==> config.mk <==
export PLATFORM = sky130hd
export DESIGN_NAME = bin2bcd_seq
export DESIGN_NICKNAME = d
export VERILOG_FILES = /design/src/rtl/bin2bcd_seq.sv
export SDC_FILE = /design/constraint.sdc
export NUM_CORES = 1
export LEC_CHECK = 0
export CAP_MARGIN = 20
export CORE_ASPECT_RATIO = 1.25
export CORE_MARGIN = 5
export CORE_UTILIZATION = 47
export DETAILED_ROUTE_END_ITERATION = 10
export PLACE_DENSITY = 0.81
export SLEW_MARGIN = 0
export SYNTH_ARGS = -nofsm -noshare
export SYNTH_HDL_FRONTEND = slang
export SYNTH_SLANG_ARGS = --single-unit
==> constraint.sdc <==
create_clock -name clk -period 1.65 [get_ports clk]
set_clock_uncertainty 0.1 [all_clocks]
set_input_delay 0.165 -clock clk [delete_from_list [all_inputs] [get_ports clk]]
set_output_delay 0.165 -clock clk [all_outputs]
set_load 0.005 [all_outputs]
==> src/rtl/bin2bcd_seq.sv <==
// bin2bcd_seq: sequential double-dabble binary-to-BCD converter, one bit per clock.
// Define BIN2BCD_LZ_BLANK_EN to register leading-zero blanking onto dig_en.
module bin2bcd_seq #(
  parameter int W = 8
) (
  input  logic         clk,
  input  logic         rst,
  input  logic         start,
  input  logic [W-1:0] bin,
  output logic         ready,
  output logic         done_tick,
  output logic [3:0]   bcd2,
  output logic [3:0]   bcd1,
  output logic [3:0]   bcd0,
  output logic [2:0]   dig_en
);
  typedef enum logic [1:0] {IDLE, OP, DONE} state_t;
  state_t state_q, state_d;
  logic [3:0] n_q, n_d;
  logic [W-1:0] p_q, p_d;
  logic [3:0] b2_q, b2_d, b1_q, b1_d, b0_q, b0_d;
  logic [3:0] bcd2_q, bcd2_d, bcd1_q, bcd1_d, bcd0_q, bcd0_d;
  logic [3:0] a2, a1, a0;
  logic [W+11:0] sh;
  always_comb begin
    a2 = (b2_q >= 4'd5) ? b2_q + 4'd3 : b2_q;
    a1 = (b1_q >= 4'd5) ? b1_q + 4'd3 : b1_q;
    a0 = (b0_q >= 4'd5) ? b0_q + 4'd3 : b0_q;
    sh = {a2, a1, a0, p_q} << 1;
    state_d = state_q;
    n_d = n_q;
    p_d = p_q;
    b2_d = b2_q;
    b1_d = b1_q;
    b0_d = b0_q;
    bcd2_d = bcd2_q;
    bcd1_d = bcd1_q;
    bcd0_d = bcd0_q;
    case (state_q)
      IDLE: if (start) begin
        state_d = OP;
        p_d = bin;
        {b2_d, b1_d, b0_d} = '0;
        n_d = 4'(W);
      end
      OP: begin
        {b2_d, b1_d, b0_d, p_d} = sh;
        n_d = n_q - 4'd1;
        if (n_q == 4'd1) begin
          state_d = DONE;
          {bcd2_d, bcd1_d, bcd0_d} = sh[W+11:W];
        end
      end
      default: state_d = IDLE;
    endcase
  end
  always_ff @(posedge clk) begin
    if (rst) begin
      state_q <= IDLE;
      n_q <= '0;
      p_q <= '0;
      {b2_q, b1_q, b0_q} <= '0;
      {bcd2_q, bcd1_q, bcd0_q} <= '0;
    end else begin
      state_q <= state_d;
      n_q <= n_d;
      p_q <= p_d;
      {b2_q, b1_q, b0_q} <= {b2_d, b1_d, b0_d};
      {bcd2_q, bcd1_q, bcd0_q} <= {bcd2_d, bcd1_d, bcd0_d};
    end
  end
  assign ready = state_q == IDLE;
  assign done_tick = state_q == DONE;
  assign bcd2 = bcd2_q;
  assign bcd1 = bcd1_q;
  assign bcd0 = bcd0_q;
`ifdef BIN2BCD_LZ_BLANK_EN
  logic [2:0] dig_en_q, dig_en_d;
  assign dig_en_d = {|bcd2_d, |{bcd2_d, bcd1_d}, 1'b1};
  always_ff @(posedge clk) begin
    if (rst) dig_en_q <= 3'b001;
    else dig_en_q <= dig_en_d;
  end
  assign dig_en = dig_en_q;
`else
  assign dig_en = 3'b111;
`endif
endmodule

Yosys cells after proc, flatten, opt, wreduce, memory -nomap -nowiden
Index checks and enable logic that the tools add are counted.
{"block": "op_classes", "addsub": 4, "magnitude_cmp": 3, "eq_ne": 5, "mux": 14, "reduce_logical": 5}
{"cell": "4-bit one-hot mux with 2 select lines", "n": 4}
{"cell": "4-bit two-way mux", "n": 4}
{"cell": "8-bit one-hot mux with 2 select lines", "n": 1}
{"cell": "4-bit by 3-bit >= comparator with 1-bit output, second input constant", "n": 3}
{"cell": "4-bit by 2-bit adder with 4-bit output, second input constant", "n": 2}
{"cell": "8-bit two-way mux", "n": 1}
{"cell": "2-bit AND reduction", "n": 3}
{"cell": "4-bit by 1-bit equality test with 1-bit output, second input constant", "n": 1}
{"cell": "2-bit two-way mux", "n": 2}
{"cell": "2-bit inequality test, second input constant", "n": 2}
{"cell": "2-bit one-hot mux with 2 select lines", "n": 1}
{"cell": "4-bit by 1-bit subtractor with 4-bit output, second input constant", "n": 1}
{"cell": "3-bit by 2-bit adder with 3-bit output, second input constant", "n": 1}
{"cell": "3-bit two-way mux", "n": 1}
{"cell": "2-bit by 1-bit equality test with 1-bit output, second input constant", "n": 1}
{"cell": "2-bit equality test, second input constant", "n": 1}
{"cell": "2-bit zero test", "n": 1}
{"cell": "2-bit nonzero test", "n": 1}
{"block": "totals", "register_bits": 38, "out_inout_bits": 17, "word_cells": 40}

Depth between registers and ports, before layout
{"block": "logic_depth", "depth_word": 3, "depth_mapped": 6}

Worst setup path before layout
No wires, ideal clock.
{"block": "synth_path", "path_type": "register -> register", "startpoint": "reg state_q[1]", "endpoint": "reg bcd1_q[3] (netlist: bcd1[3])", "setup_ns": 0.131, "arrival_time_ns": 1.345, "required_ns": 1.419, "path_slack_ns": 0.074, "path_stages_with_launch": 6, "synth_period_minus_slack_ns": 1.576, "path_cell_list": "dfxtp_1 buf_2 nand2b_4 nor4b_4 buf_4 a311oi_1"}
{"block": "synth_via", "elab_chain_cells": 2}
{"item": "from (decl)", "line": "18", "rtl": "state_t state_q, state_d;"}
{"item": "from (signal assigned)", "line": "65", "rtl": "state_q <= state_d;"}
{"item": "2-bit by 1-bit equality test with 1-bit output", "line": "39", "rtl": "case (state_q)"}
{"item": "2-bit AND reduction (no source line)"}
{"item": "to (signal assigned)", "line": "69", "rtl": "{bcd2_q, bcd1_q, bcd0_q} <= {bcd2_d, bcd1_d, bcd0_d};"}
{"item": "to (decl)", "line": "22", "rtl": "logic [3:0] bcd2_q, bcd2_d, bcd1_q, bcd1_d, bcd0_q, bcd0_d;"}
Every way passes these cells.
A chain may end at the register's enable or synchronous reset.

Worst setup path after layout
{"block": "layout_path", "startpoint": "reg b1_q[1]", "endpoint": "reg bcd1_q[2] (netlist: bcd1[2])"}
{"block": "layout_via", "elab_chain_cells": 2}
{"item": "from (decl)", "line": "21", "rtl": "logic [3:0] b2_q, b2_d, b1_q, b1_d, b0_q, b0_d;"}
{"item": "from (signal assigned)", "line": "68", "rtl": "{b2_q, b1_q, b0_q} <= {b2_d, b1_d, b0_d};"}
{"item": "4-bit by 2-bit adder with 4-bit output or 4-bit by 3-bit >= comparator with 1-bit output (tied branches)", "line": "27", "rtl": "a1 = (b1_q >= 4'd5) ? b1_q + 4'd3 : b1_q;"}
{"item": "4-bit two-way mux *", "line": "27"}
Every way passes the cells marked *; elsewhere a longest branch is shown, timed or not.

==> qor.csv <==
stage,metric,value,unit
status,outcome,finished clean,
drt,finalWirelength,3960,µm
clocking,clk_pin_slew,0.07,ns
drt,drcViolationCount,0,
drt,drt.antenna.violating_nets,0,
yosys,syn_avg_cell_area,8.58,µm²
yosys,synthMuxAreaShare,3.07,%
yosys,synth_compound_gate_area_share,20.7,%
run,maxCapViolCount,0,
timing,slew_viol_final,0,
hold_path,hp-class,reg -> reg,
clocking,cts_made_buffers,5,
timing,clock.fmax,0.632,GHz
placed_design,portBuffers,24,
pwr,leakage,0.899,nW
worst_setup_path,path_max_fanout,4,
yosys,synth_top_area_share,42.4,%
yosys,synth_edf_count,0,
timing,post-route-period-util,95.9,%
drt,vias,1559,
worst_setup_path,critical_path.slowest_cell,mux2_2,
finish,diodes,0,
worst_setup_path,cp-end-kind,register,
yosys,synth-xor-area-share,1.47,%
pwr,p_clk_share,38.2,%
worst_setup_path,cp_slowest_stage_delay,0.36,ns
die,rows,25,
clocking,cts_sinks,38,
pwr,p_per_area,859,nW/µm²
pwr,p_total,2.01,mW
finish,drive_above_1_share,19.5,%
yosys,ys_ff_latch,38,
yosys,synth_largest_area_cell,dfxtp_1,
yosys,synth-simple-area-share,19.5,%
finish,fin_area,2340,µm²
clocking,postCtsHoldBufs,0,
grt,antenna_found_initial,0,
die,start_util,48.2,%
worst_setup_path,crit_type,reg -> reg,
drt,dr.pass1.iters,4,
yosys,synthArstFlopShare,0,%
placed_design,post-dp-hpwl,2740,µm
yosys,synthAdderAreaFrac,5.58,%
drt,first_iter_violations,58,
yosys,yosysMostFrequentCell,dfxtp_1,
drt,viasPerCell,5.36,
die,die_area,5160,µm²
timing,setup_viol,0,
clocking,cts_tree,built,
yosys,synthTopCellsByArea,"dfxtp_1 42%, nor2_1 6.3%, ha_1 5.6%",
worst_setup_path,path_buf_inv,1,
yosys,synth_area,1790,µm²
timing,tns,0,ns
grt,grt_max_degree,19,
yosys,synth_top_flop_cell,dfxtp_1,
yosys,seq_area_frac_synth,42.4,%
yosys,postSynthCellCount,209,
pwr,p_switching,0.469,mW
pwr,p_sw_share,23.3,%
finish,areaGrowthSynthToFinish,30.7,%
grt,grt_overflow,0,
drt,avgRoutedWirePerCell,13.6,µm
finish,layout.nets,269,
grt,grt.total_usage,16.6,%
die,die_w,65.2,µm
timing,whs,0.362,ns
grt,grt_pass1_wl,6630,µm
placed_design,place_area,2170,µm²
die,die_h,79.1,µm
worst_setup_path,crit_arrival,1.71,ns
worst_setup_path,worstPathRequired,1.77,ns
timing,hold_violations,0,
yosys,synth_top_family_by_area,compound AO/OA/AOI/OAI gates,
clocking,clockBufferDepth,2,
die,ios,28,
pwr,p_int,1.54,mW
pwr,sequentialPowerShare,48.9,%
worst_setup_path,crit_family,multiplexers,
worst_setup_path,worst_setup_path_start_kind,register,
grt,grt_pass1_vias,1540,
timing,post-route-min-period,1.58,ns
yosys,synth_commonest_cells,"38 x dfxtp_1, 30 x nor2_1, 18 x a21oi_1",
clocking,cts_max_level,2,
clocking,cts_root_buf,clkbuf_8,
pwr,comb_power_share,12.9,%
placed_design,place.gp.congestion,0.740,
clocking,clkLatencyLatePin,0.29,ns
die,fp.coreArea,3720,µm²
yosys,ys_types,34,
worst_setup_path,cp_cell_sequence,inv_2 > ha_1 > nand2b_1 > a21oi_2 > mux2_2 > o22ai_1,
pwr,max-vdd-ir-drop,0.000501,V
yosys,yosys_warnings,0,
worst register-to-register path: stages (launching register included):
cell,delay (ns)
dfxtp_1,0.35
inv_2,0.06
ha_1,0.16
nand2b_1,0.16
a21oi_2,0.17
mux2_2,0.36
o22ai_1,0.15
worst paths after layout:
check	end	slack, ns	cells past startpoint	startpoint
max	bcd1[2]$_SDFFE_PP0P_	0.07	6	b1_q[1]$_SDFFE_PP0P_
min	p_q[6]$_SDFFE_PP0P_	0.36	2	p_q[5]$_SDFFE_PP0P_
min reg2reg	p_q[6]$_SDFFE_PP0P_	0.36	2	p_q[5]$_SDFFE_PP0P_
max reg2reg	bcd1[2]$_SDFFE_PP0P_	0.07	6	b1_q[1]$_SDFFE_PP0P_
metrics by stage:
step / cells / setup WS (ns) / utilization (%)
after detailed placement: 279 / 0.0427 / 58.3
after global placement: 279 / 0.0712 / 58.3
after floorplan: 211 / 0.0742 / -
after global routing: 291 / -0.0262 / 63.0
after CTS: 289 / 0.00692 / 61.8
final: 291 / 0.0671 / 63.0
repair_timing:
action / in CTS / in global routing
setup buffers: 2 / 2
endpoints found under the setup margin: 2 / 9
resized for setup: 6 / 9
hold endpoints to repair: 0 / 0
pin swaps: 0 / 2
sequential cells by signal, summed over array words and instances, names as in the netlist:
signal	count
n_q	4
bcd0	4
bcd2	4
b2_q	4
bcd1	4
p_q	8
b0_q	4
state_q	2
b1_q	4
logic make-up after synthesis:
family | count (synthesis)
flip-flops | 38
XOR/XNOR | 3
AND/OR/NAND/NOR | 67
other | 1
multiplexers | 5
adder cells (fa/ha/maj) | 8
AO/OA/AOI/OAI | 58
buffers and inverters | 29
routing by layer:
metal	part of all wire (%)	GRT usage [%]	vias up
li1	-	-	798
met1	44	18.6	717
met2	49	28.0	35
met3	4.7	5.23	9
met4	2.8	8.30	0
met5	0	0	-
cell usage in the layout, fill, tap and decap left out, types with 2 or more instances in the layout:
cell type / synthesis / routed
conb_1: 1 / 3
clkbuf_8: 0 / 5
dfxtp_1: 38 / 36
nor2b_1: 2 / 2
nor3b_1: 4 / 4
nor3_1: 4 / 4
ha_1: 8 / 7
nand2b_4: 1 / 2
o22ai_1: 14 / 14
mux2_2: 4 / 3
clkdlybuf4s50_1: 0 / 22
buf_4: 4 / 19
o21ai_0: 9 / 8
nand2b_1: 11 / 10
clkbuf_1: 7 / 2
buf_6: 0 / 2
inv_1: 15 / 14
a311oi_1: 3 / 3
a211oi_1: 4 / 4
nand2_1: 10 / 10
a21oi_1: 18 / 15
a21oi_2: 0 / 3
a22oi_1: 2 / 2
o221a_2: 3 / 3
dfxtp_2: 0 / 2
xnor2_1: 3 / 3
nand3b_1: 2 / 2
nor2_1: 30 / 29
final cells by class:
type / instances / area, µm²
inverters: 15 / 56.3
clock inverters: 1 / 30.0
flip-flops and latches: 38 / 763
well taps: 40 / 50.0
fillers: 321 / 1380
repair buffers: 46 / 427
multi-input cells: 144 / 941
clock buffers: 7 / 76.3
power by group through the flow:
stage | Clock (mW) | Sequential [mW] | Combinational [mW]
after floorplan | 0 | 0.997 | 0.159
after global routing | 0.824 | 0.988 | 0.290
after detailed placement | 0 | 1.00 | 0.251
final | 0.769 | 0.985 | 0.260
after CTS | 0.786 | 0.984 | 0.255
after global placement | 0 | 1.00 | 0.247
Power figures use the tool's default switching activity.
